--- config.mk ---
export PLATFORM = sky130hd
export DESIGN_NAME = axis_pin_packetizer
export DESIGN_NICKNAME = d
export VERILOG_FILES = /design/src/rtl/axis_pin_packetizer.sv
export SDC_FILE = /design/constraint.sdc
export NUM_CORES = 1
export LEC_CHECK = 0
export BUFFER_PORTS_ARGS = -buffer_cell sky130_fd_sc_hd__buf_2
export CAP_MARGIN = 20
export CORE_ASPECT_RATIO = 1.2
export CORE_MARGIN = 1
export CORE_UTILIZATION = 62
export CTS_CLUSTER_SIZE = 25
export DETAILED_ROUTE_END_ITERATION = 10
export GPL_ROUTABILITY_DRIVEN = 0
export HOLD_SLACK_MARGIN = 0.1
export PLACE_DENSITY_LB_ADDON = 0.1
export SYNTH_ARGS = -nofsm -noshare
export SYNTH_HDL_FRONTEND = slang
export SYNTH_SLANG_ARGS = --single-unit
export TNS_END_PERCENT = 10
--- constraint.sdc ---
create_clock -name aclk -period 6.65 [get_ports aclk]
set_clock_uncertainty 0.1 [all_clocks]
set_input_delay 0.665 -clock aclk [delete_from_list [all_inputs] [get_ports aclk]]
set_output_delay 0.665 -clock aclk [all_outputs]
set_load 0.02 [all_outputs]
--- src/rtl/axis_pin_packetizer.sv ---
`default_nettype none
// ============================================================================
//  Module      : axis_pin_packetizer
//  Description : Samples a free-running parallel pin bus, packs LANES samples
//                into one AXI4-Stream word, buffers the words in a FIFO with a
//                registered output stage, frames them into packets of
//                programmable length (tlast) and counts the words it drops
//                when the FIFO is full. Capture never stalls.
//
//  Ports
//    aclk, aresetn   : clock, asynchronous active-low reset
//    data_pins       : PIN_W-bit pin bus, sampled when capture_en=1
//    capture_en      : take one sample this cycle
//    flush           : close the partial word and end the current packet
//    pkt_len         : words per packet (0 behaves as 1)
//    overflow_clr    : synchronous clear of overflow_count
//    m_axis_*        : AXI4-Stream master (lane 0 in the LSBs of tdata)
//    overflow_count  : words dropped on a full FIFO, saturating at 0xFFFF
//    fifo_level      : FIFO occupancy, output register not included
//
//  Revision    : 1.0  initial release
// ============================================================================
module axis_pin_packetizer #(
    parameter int PIN_W           = 8,
    parameter int LANES           = 4,
    parameter int FIFO_DEPTH_LOG2 = 4,
    parameter int PKT_LEN_W       = 16
) (
    input  logic                     aclk,
    input  logic                     aresetn,
    input  logic [PIN_W-1:0]         data_pins,
    input  logic                     capture_en,
    input  logic                     flush,
    input  logic [PKT_LEN_W-1:0]     pkt_len,
    input  logic                     overflow_clr,
    output logic                     m_axis_tvalid,
    output logic [PIN_W*LANES-1:0]   m_axis_tdata,
    output logic [LANES-1:0]         m_axis_tkeep,
    output logic                     m_axis_tlast,
    input  logic                     m_axis_tready,
    output logic [15:0]              overflow_count,
    output logic [FIFO_DEPTH_LOG2:0] fifo_level
);

    localparam int c_tdata_w = PIN_W * LANES;
    localparam int c_lane_w  = (LANES > 1) ? $clog2(LANES) : 1;
    localparam int c_fill_w  = $clog2(LANES + 1);
    localparam int c_depth   = 2 ** FIFO_DEPTH_LOG2;
    localparam int c_entry_w = 1 + LANES + c_tdata_w;

    localparam logic [c_lane_w-1:0]          c_last_lane = c_lane_w'(LANES - 1);
    localparam logic [FIFO_DEPTH_LOG2:0]     c_full_lvl  = (FIFO_DEPTH_LOG2 + 1)'(c_depth);
    localparam logic [PKT_LEN_W-1:0]         c_len_one   = PKT_LEN_W'(1);

    // ------------------------------------------------------------------
    // Word assembler state
    // ------------------------------------------------------------------
    logic [PIN_W-1:0]     r_lane [LANES];
    logic [c_lane_w-1:0]  r_lane_idx;

    // ------------------------------------------------------------------
    // Packet framing state
    // ------------------------------------------------------------------
    logic [PKT_LEN_W-1:0] r_word_idx;
    logic [PKT_LEN_W-1:0] r_len;

    // ------------------------------------------------------------------
    // FIFO state
    // ------------------------------------------------------------------
    logic [c_entry_w-1:0]       r_mem [c_depth];
    logic [FIFO_DEPTH_LOG2-1:0] r_wr_ptr;
    logic [FIFO_DEPTH_LOG2-1:0] r_rd_ptr;
    logic [FIFO_DEPTH_LOG2:0]   r_level;

    // ------------------------------------------------------------------
    // Output holding register and overflow counter
    // ------------------------------------------------------------------
    logic                 r_out_valid;
    logic [c_tdata_w-1:0] r_out_data;
    logic [LANES-1:0]     r_out_keep;
    logic                 r_out_last;
    logic [15:0]          r_ovf_cnt;

    // ------------------------------------------------------------------
    // Combinational word view: the stored lanes plus this cycle's sample
    // ------------------------------------------------------------------
    logic [c_fill_w-1:0]  w_fill;        // lanes filled once this cycle's sample lands
    logic [c_tdata_w-1:0] w_word_data;
    logic [LANES-1:0]     w_word_keep;
    logic                 w_word_full;
    logic                 w_wr_req;
    logic [PKT_LEN_W-1:0] w_len_in;
    logic [PKT_LEN_W-1:0] w_len_cur;
    logic                 w_last;
    logic                 w_fifo_full;
    logic                 w_fifo_empty;
    logic                 w_wr_en;
    logic                 w_drop;
    logic                 w_rd_en;

    assign w_fill = c_fill_w'(r_lane_idx) + c_fill_w'(capture_en);

    // Each lane comes from the pins (if it is the one being sampled now),
    // from the lane registers (if filled earlier in this word) or is zero.
    // Masking here means stale lane registers from an earlier word never
    // leak into a flushed partial word, so the registers need no clearing.
    for (genvar gi = 0; gi < LANES; gi++) begin : g_lane
        assign w_word_keep[gi] = (c_fill_w'(gi) < w_fill);
        assign w_word_data[gi*PIN_W +: PIN_W] =
            (capture_en && (r_lane_idx == c_lane_w'(gi))) ? data_pins :
            (c_fill_w'(gi) < c_fill_w'(r_lane_idx))      ? r_lane[gi] :
                                                            '0;
    end

    assign w_word_full = capture_en && (r_lane_idx == c_last_lane);
    assign w_wr_req    = w_word_full || (flush && (w_fill != '0));

    // The packet length is taken from the port only on the first word of a
    // packet; later words of the same packet use the latched copy so a
    // mid-packet change only affects the next packet.
    assign w_len_in  = (pkt_len == '0) ? c_len_one : pkt_len;
    assign w_len_cur = (r_word_idx == '0) ? w_len_in : r_len;
    assign w_last    = flush || (r_word_idx == (w_len_cur - c_len_one));

    // A full FIFO rejects the write even when a read happens in the same
    // cycle: the word is dropped whole rather than stalling the pins.
    assign w_fifo_full  = (r_level == c_full_lvl);
    assign w_fifo_empty = (r_level == '0);
    assign w_wr_en      = w_wr_req && !w_fifo_full;
    assign w_drop       = w_wr_req &&  w_fifo_full;
    assign w_rd_en      = !w_fifo_empty && (!r_out_valid || m_axis_tready);

    // ------------------------------------------------------------------
    // Assembler: lane index and lane storage
    // ------------------------------------------------------------------
    always_ff @(posedge aclk or negedge aresetn) begin
        if (!aresetn) begin
            r_lane_idx <= '0;
            for (int i = 0; i < LANES; i++) begin
                r_lane[i] <= '0;
            end
        end else begin
            if (capture_en) begin
                r_lane[r_lane_idx] <= data_pins;
            end
            if (flush || w_word_full) begin
                r_lane_idx <= '0;
            end else if (capture_en) begin
                r_lane_idx <= r_lane_idx + c_lane_w'(1);
            end
        end
    end

    // ------------------------------------------------------------------
    // Packet framing: word index counts accepted words only, so dropped
    // words do not advance the packet position.
    // ------------------------------------------------------------------
    always_ff @(posedge aclk or negedge aresetn) begin
        if (!aresetn) begin
            r_word_idx <= '0;
            r_len      <= c_len_one;
        end else begin
            if (w_wr_en && (r_word_idx == '0)) begin
                r_len <= w_len_in;
            end
            if (flush) begin
                r_word_idx <= '0;
            end else if (w_wr_en) begin
                r_word_idx <= w_last ? '0 : (r_word_idx + c_len_one);
            end
        end
    end

    // ------------------------------------------------------------------
    // FIFO storage (contents are only ever read after being written, so
    // the array itself carries no reset)
    // ------------------------------------------------------------------
    always_ff @(posedge aclk) begin
        if (w_wr_en) begin
            r_mem[r_wr_ptr] <= {w_last, w_word_keep, w_word_data};
        end
    end

    always_ff @(posedge aclk or negedge aresetn) begin
        if (!aresetn) begin
            r_wr_ptr <= '0;
            r_rd_ptr <= '0;
            r_level  <= '0;
        end else begin
            if (w_wr_en) begin
                r_wr_ptr <= r_wr_ptr + 1'b1;
            end
            if (w_rd_en) begin
                r_rd_ptr <= r_rd_ptr + 1'b1;
            end
            case ({w_wr_en, w_rd_en})
                2'b10:   r_level <= r_level + 1'b1;
                2'b01:   r_level <= r_level - 1'b1;
                default: r_level <= r_level;
            endcase
        end
    end

    // ------------------------------------------------------------------
    // Output holding register: reloads whenever it is empty or its word is
    // being consumed, which gives back-to-back valid words at full rate.
    // Payload is only touched on a reload, so it stays stable under stall.
    // ------------------------------------------------------------------
    always_ff @(posedge aclk or negedge aresetn) begin
        if (!aresetn) begin
            r_out_valid <= 1'b0;
            r_out_data  <= '0;
            r_out_keep  <= '0;
            r_out_last  <= 1'b0;
        end else begin
            if (w_rd_en) begin
                r_out_valid                           <= 1'b1;
                {r_out_last, r_out_keep, r_out_data}  <= r_mem[r_rd_ptr];
            end else if (m_axis_tready) begin
                r_out_valid <= 1'b0;
            end
        end
    end

    // ------------------------------------------------------------------
    // Overflow counter: clear wins over a same-cycle increment
    // ------------------------------------------------------------------
    always_ff @(posedge aclk or negedge aresetn) begin
        if (!aresetn) begin
            r_ovf_cnt <= '0;
        end else if (overflow_clr) begin
            r_ovf_cnt <= '0;
        end else if (w_drop && (r_ovf_cnt != 16'hFFFF)) begin
            r_ovf_cnt <= r_ovf_cnt + 16'd1;
        end
    end

    assign m_axis_tvalid  = r_out_valid;
    assign m_axis_tdata   = r_out_data;
    assign m_axis_tkeep   = r_out_keep;
    assign m_axis_tlast   = r_out_last;
    assign overflow_count = r_ovf_cnt;
    assign fifo_level     = r_level;

endmodule
`default_nettype wire

# --- Yosys cells after proc, flatten, opt, wreduce, memory -nomap -nowiden ---
# Memories as Yosys holds them, arrays and structs flattened. A register that Yosys moved wholly into a read port is not among the register bits.
# Index checks and enable logic that the tools add are counted.
classes:
  add_sub_neg: 9
  bitwise: 1
  eq_ne: 8
  reduce_logical: 29
  muxes: 24
  magnitude_cmp: 9
ops:
  columns: ["cell", "count"]
  rows:
  - ["2-to-1 mux 16 bit", 7]
  - ["2-to-1 mux 8 bit", 8]
  - ["adder 16 x 1 -> 16 bit (second input constant)", 2]
  - ["bitwise mux 32 bit", 1]
  - ["logical NOT 16 bit", 2]
  - ["demux 8 bit (select 2 bit)", 1]
  - ["equality test 16 bit", 1]
  - ["inequality test 16 bit (second input constant)", 1]
  - ["subtractor 16 x 1 -> 16 bit (second input constant)", 1]
  - ["logical AND 1 bit", 11]
  - ["one-hot mux 5 bit (2 select lines)", 1]
  - ["nonzero test 2 bit", 5]
  - ["adder 4 x 1 -> 4 bit (second input constant)", 2]
  - ["equality test 2 bit (second input constant)", 3]
  - ["< comparator 1 x 3 -> 1 bit (first input constant)", 2]
  - ["< comparator 2 x 3 -> 1 bit (first input constant)", 2]
  - ["adder 5 x 1 -> 5 bit (second input constant)", 1]
  - ["equality test 5 bit (second input constant)", 1]
  - ["logical NOT 5 bit", 1]
  - ["subtractor 5 x 1 -> 5 bit (second input constant)", 1]
  - ["equality test 2 x 1 -> 1 bit (second input constant)", 2]
  - ["logical NOT 1 bit", 4]
  - ["logical OR 1 bit", 4]
  - ["< comparator 1 x 2 -> 1 bit (first input constant)", 2]
  - ["other kinds (10)", 14]
totals:
  mem_count: 1
  output_inout_bits: 59
  mem_bits_rw: 592
  ff_bits: 96
memory_table:
  columns: ["name", "words", "word_bits", "rd", "rd_ports_with_merged_regs", "write_ports", "line_no", "text"]
  rows:
  - ["r_mem", 16, 37, 1, 1, 1, "70", "logic [c_entry_w-1:0] r_mem [c_depth];"]

# --- Logic depth before layout (Yosys ltp) ---
logic_depth:
  ltp_word: 9
  mapped_depth: 17
  mapped_depth_nobuf: 15

# --- Least setup slack after synthesis ---
# OpenSTA, ideal clock, no wires.
synth_path:
  path_type: "input to register"
  from: "input capture_en"
  to: "memory r_mem[3][0] in the netlist's numbering, enable pin"
  arrival_ns: 4.614
  path_buffers: 1
  stages: 7
  t_required_ns: 6.073
  slack_ns: 1.459
  setup_time_ns: 0.477
  cell_sequence: "ha_1 -> ha_1 -> o31ai_1 -> a21oi_1 -> clkbuf_1 -> nand2_1 -> nor3_1"
synth_between:
  elab_chain_cells: 7
  elab_cells_between_ends: 8
  classes_between: "add/sub: 1; mux: 2; reduce/logical: 5"
synth_lines:
  columns: ["item", "line_no", "text"]
  rows:
  - ["start, declared", "32", "input logic capture_en,"]
  - ["adder 2 x 1 -> 3 bit", "101", "assign w_fill = c_fill_w'(r_lane_idx) + c_fill_w'(capture_en);"]
  - ["net w_fill[2]", "87", "logic [c_fill_w-1:0] w_fill;"]
  - ["nonzero test 3 bit", "116", "assign w_wr_req = w_word_full || (flush && (w_fill != '0));"]
  - ["logical AND 1 bit", "116", null]
  - ["logical OR 1 bit", "116", null]
  - ["logical AND 1 bit", "129", "assign w_wr_en = w_wr_req && !w_fifo_full;"]
  - ["2-to-1 mux 1 bit", "179", "if (w_wr_en) begin"]
  - ["2-to-1 mux 1 bit (implied by the code)", "180", "r_mem[r_wr_ptr] <= {w_last, w_word_keep, w_word_data};"]
  - ["end, declared", "70", null]
# The timed path passes the listed nets, and every way through them passes these cells.

# --- Final worst setup path ---
layout_path:
  from: "register r_word_idx[0]"
  to: "memory r_mem[6][36] in the netlist's numbering, data pin"
layout_between:
  elab_chain_cells: 5
layout_lines:
  columns: ["item", "line_no", "text"]
  rows:
  - ["start, declared", "64", "logic [PKT_LEN_W-1:0] r_word_idx;"]
  - ["start signal, assigned", "169", "r_word_idx <= w_last ? '0 : (r_word_idx + c_len_one);"]
  - ["logical NOT 16 bit", "122", "assign w_len_cur = (r_word_idx == '0) ? w_len_in : r_len;"]
  - ["2-to-1 mux 16 bit", "122", null]
  - ["subtractor 16 x 1 -> 16 bit", "123", "assign w_last = flush || (r_word_idx == (w_len_cur - c_len_one));"]
  - ["equality test 16 bit *", "123", null]
  - ["logical OR 1 bit *", "123", null]
  - ["net w_last", "94", "logic w_last;"]
# The timed path passes the listed nets; every way through them passes the cells marked *.

==> results.json <==
{
  "grt_pass1_wl_um": 95700,
  "power_density_nw_per_um2": 401,
  "synth_top_family_by_area": "multiplexers",
  "design_area_um2": 32900,
  "cts_resized": 0,
  "critPathCaptureType": "flip-flop",
  "synth_edf_count": 592,
  "cts_sinks": 717,
  "cts_tree": "yes",
  "ys.flop_type": "edfxtp_1",
  "io_pins": 89,
  "yosys.area.top_type": "edfxtp_1",
  "nNetsFinal": 1739,
  "slew_violations": 0,
  "die_w_um": 201,
  "cts.root.buffer_cell": "clkbuf_16",
  "p_comb_share_pct": 26.6,
  "leakagePower_nw": 11.2,
  "finalHoldViolCount": 0,
  "antenna_cells": 0,
  "rsz0062_at_grt": "false",
  "ys_seq_area_share_pct": 71.1,
  "tightest_slew_ns": 1.05,
  "pwr-share-clk_pct": 28.9,
  "die_h_um": 241,
  "yosys-top-cells-area": "edfxtp_1 (60%), mux4_2 (14%), dfrtp_1 (11%)",
  "fmax_mhz": 191,
  "critPathLaunchType": "flip-flop",
  "cts_htree_levels": 3,
  "start_util_pct": 62.7,
  "syn_area_per_cell_um2": 18.7,
  "period_share_pct": 78.9,
  "grt_pass1_vias": 15525,
  "dpl_cell_area_um2": 30700,
  "dr.pass1.iters": 6,
  "worstSkewPairLatency_ns": 0.60,
  "coreArea_um2": 46900,
  "antenna_found_initial": 1,
  "maxSlewHeadroom_pct": 30.1,
  "cts_buffer_depth": 3,
  "finalSetupViolations": 0,
  "crit_fanout": 21,
  "critPathArrivalTime_ns": 5.55,
  "synth_top_area_share_pct": 60.5,
  "synth_fa_ha_area_share_pct": 0.919,
  "p_seq_share_pct": 44.5,
  "hold_class": "input port to flip-flop",
  "critical_path_class": "flip-flop to flip-flop",
  "switching_share_pct": 29.2,
  "clkTransAtPathRegs_ns": 0.06,
  "area_growth_pct": 12.0,
  "viasPerCell": 6.42,
  "finalWorstSetupSlack_ns": 1.40,
  "irDropWorstVdd_mv": 0.306,
  "post_cts_buffers": 0,
  "syn_nets": 1622,
  "synth_simple_gate_area_share_pct": 5.56,
  "synth-xor-area-share_pct": 1.67,
  "vias": 15203,
  "pre_cts_slack_ns": 1.43,
  "min_period_ns": 5.25,
  "p_int_w": 0.00936,
  "die_area_um2": 48300,
  "postRouteAntennaNets": 0,
  "routedWlPerCell_um": 26.8,
  "dp_hpwl_um": 34800,
  "yosysUniqueCellTypes": 66,
  "synth.ff_latch_count": 717,
  "grt_usage_pct": 27.2,
  "finalWirelength_um": 63500,
  "regArea_um2": 20900,
  "multi_input_area_um2": 8170,
  "cap_viol_max_count": 0,
  "drc": 0,
  "setup_tns_ns": 0,
  "drive_above_1_share_pct": 29.2,
  "outcome": "finished clean",
  "synthArstFlopShare_pct": 17.4,
  "drt-initial-drc-count": 1370,
  "muxShareOfSynthArea_pct": 16.7,
  "fillers": 2907,
  "grt_max_degree": 92,
  "yosysWarnings": 0,
  "cts-buffers-inserted": 70,
  "grt.overflow.total": 0,
  "row_count": 87,
  "p_switching_w": 0.00385,
  "synth_cells": 1571,
  "cp.required_ns": 6.95,
  "portBuffers": 88,
  "synth-compound-area-share_pct": 2.49,
  "synth_area_um2": 29400
}
[cells by family after synthesis]
| family | count (synthesis) |
|---|---|
| DFF | 717 |
| and+or+nand+nor | 309 |
| muxes | 253 |
| buffers and inverters | 110 |
| AOI/OAI and AO/OA | 105 |
| xor gates and xnor gates | 56 |
| adders and majority gates | 21 |
[Yosys cell counts, types with 3 or more instances]
library cell  instances
a41oi_1               3
a21oi_1              18
xnor2_1              30
nand4b_1              4
buf_1                13
nor2b_1               5
clkbuf_1             57
dfrtp_1             124
buf_6                 4
o21ai_0              38
mux2_2               53
and2_1                6
nand2_1             129
a21o_1                3
ha_1                 20
xor2_1               26
and3_1               12
or4_1                 3
nand2b_1              8
mux2i_1              15
a311oi_1              3
a211oi_1              6
and4_1                6
nand3_1              14
nand4_1              15
a211oi_2             10
nor2_1               48
edfxtp_1            592
nor4b_1               3
nor4_1                4
nor3_1               21
or3_1                11
a31oi_1               3
nor3b_1               3
inv_1                32
nor4_4                4
mux4_2              185
[sequential cells by signal (all words and copies together), names as in the netlist]
signal and flops:
fifo_level 5, m_axis_tdata 32, m_axis_tkeep 4, m_axis_tlast 1
m_axis_tvalid 1, overflow_count 16, r_lane 24, r_lane_idx 2
r_len 16, r_mem 592, r_rd_ptr 4, r_word_idx 16
r_wr_ptr 4
[power groups by stage]
stage	combinational, W	sequential [W]	clock, W
CTS	0.00355	0.00589	0.00389
global route	0.00375	0.00594	0.00405
floorplan	0.00262	0.00583	0
global placement	0.00349	0.00595	0
detailed placement	0.00353	0.00598	0
finish	0.00351	0.00588	0.00382
[what timing repair did]
item,in CTS,in global routing
hold buffers,1,0
setup endpoints to repair,0,0
hold endpoints to repair,40,0
[final timing paths]
path	startpoint	endpoint	slack (ns)	depth (start not counted)
max	r_word_idx[0]$_DFFE_PN0P_	r_mem[6][36]$_DFFE_PP_	1.40	15
min	pkt_len[11]	r_len[11]$_DFFE_PN0P_	0.24	2
max reg2reg	r_word_idx[0]$_DFFE_PN0P_	r_mem[6][36]$_DFFE_PP_	1.40	15
min reg2reg	r_lane[13]$_DFFE_PN0P_	r_lane[13]$_DFFE_PN0P_	0.38	2
max in group asynchronous	aresetn	r_rd_ptr[2]$_DFFE_PN0P_	4.84	3
min in group asynchronous	aresetn	m_axis_tdata[0]$_DFFE_PN0P_	0.46	2
[per-layer routing]
layer  GRT usage [%]  part of all wire (%)
met3            4.02                   7.2
met5               0                     0
met1            38.2                    40
met4            8.63                   2.1
met2            44.9                    50
[area by class of cell]
| class | count | area share (%) |
|---|---|---|
| clock buffer | 100 | 5.97 |
| clock inverter | 30 | 0.744 |
| inverter | 32 | 0.365 |
| multi-input combinational | 744 | 24.8 |
| sequential | 717 | 63.5 |
| tap | 623 | 2.37 |
| timing repair buffer | 123 | 2.24 |
[critical path, stage by stage, from the launching register on]
cell and delay, ns:
dfrtp_1 0.45, inv_1 0.11, ha_1 0.15, nor4b_4 0.37, and4_1 0.78, mux2i_1 0.36, ha_1 0.40, nor2b_1 0.35
nand4b_1 0.18, xnor2_1 0.18, mux2i_1 0.11, xnor2_1 0.16, or4_4 0.56, nor4b_4 0.21, buf_4 0.28, or2_2 0.30
[layout by cell type (no fill, tap or decap), types with 5 or more instances in the layout]
master     instances
a211oi_1           6
a211oi_2          10
a21oi_1           17
and2_1             6
and3_1            12
and4_1             6
buf_2             87
buf_4             32
clkbuf_1          23
clkbuf_16         73
clkinv_1           7
clkinv_2          12
dfrtp_1          120
edfxtp_1         592
ha_1              20
inv_1             32
mux2_2            53
mux2i_1           15
mux4_2           185
nand2_1          129
nand2b_1           8
nand3_1           14
nand4_1           15
nor2_1            36
nor2_4            12
nor2b_1            5
nor3_1            17
nor3_2             5
o21ai_0           38
or3_1             11
xnor2_1           30
xor2_1            26
[per-stage QoR]
| step | cells | hold WS, ns | utilization [%] | total power (W) |
|---|---|---|---|---|
| after floorplan | 1571 | 0.269 | - | 0.00846 |
| after global placement | 2238 | 0.358 | 65.5 | 0.00944 |
| after detailed placement | 2238 | 0.365 | 65.5 | 0.00951 |
| after CTS | 2369 | 0.210 | 70.2 | 0.0133 |
| after global routing | 2369 | 0.238 | 70.2 | 0.0137 |
| final | 2369 | 0.244 | 70.2 | 0.0132 |
Power figures use the tool's default switching activity.
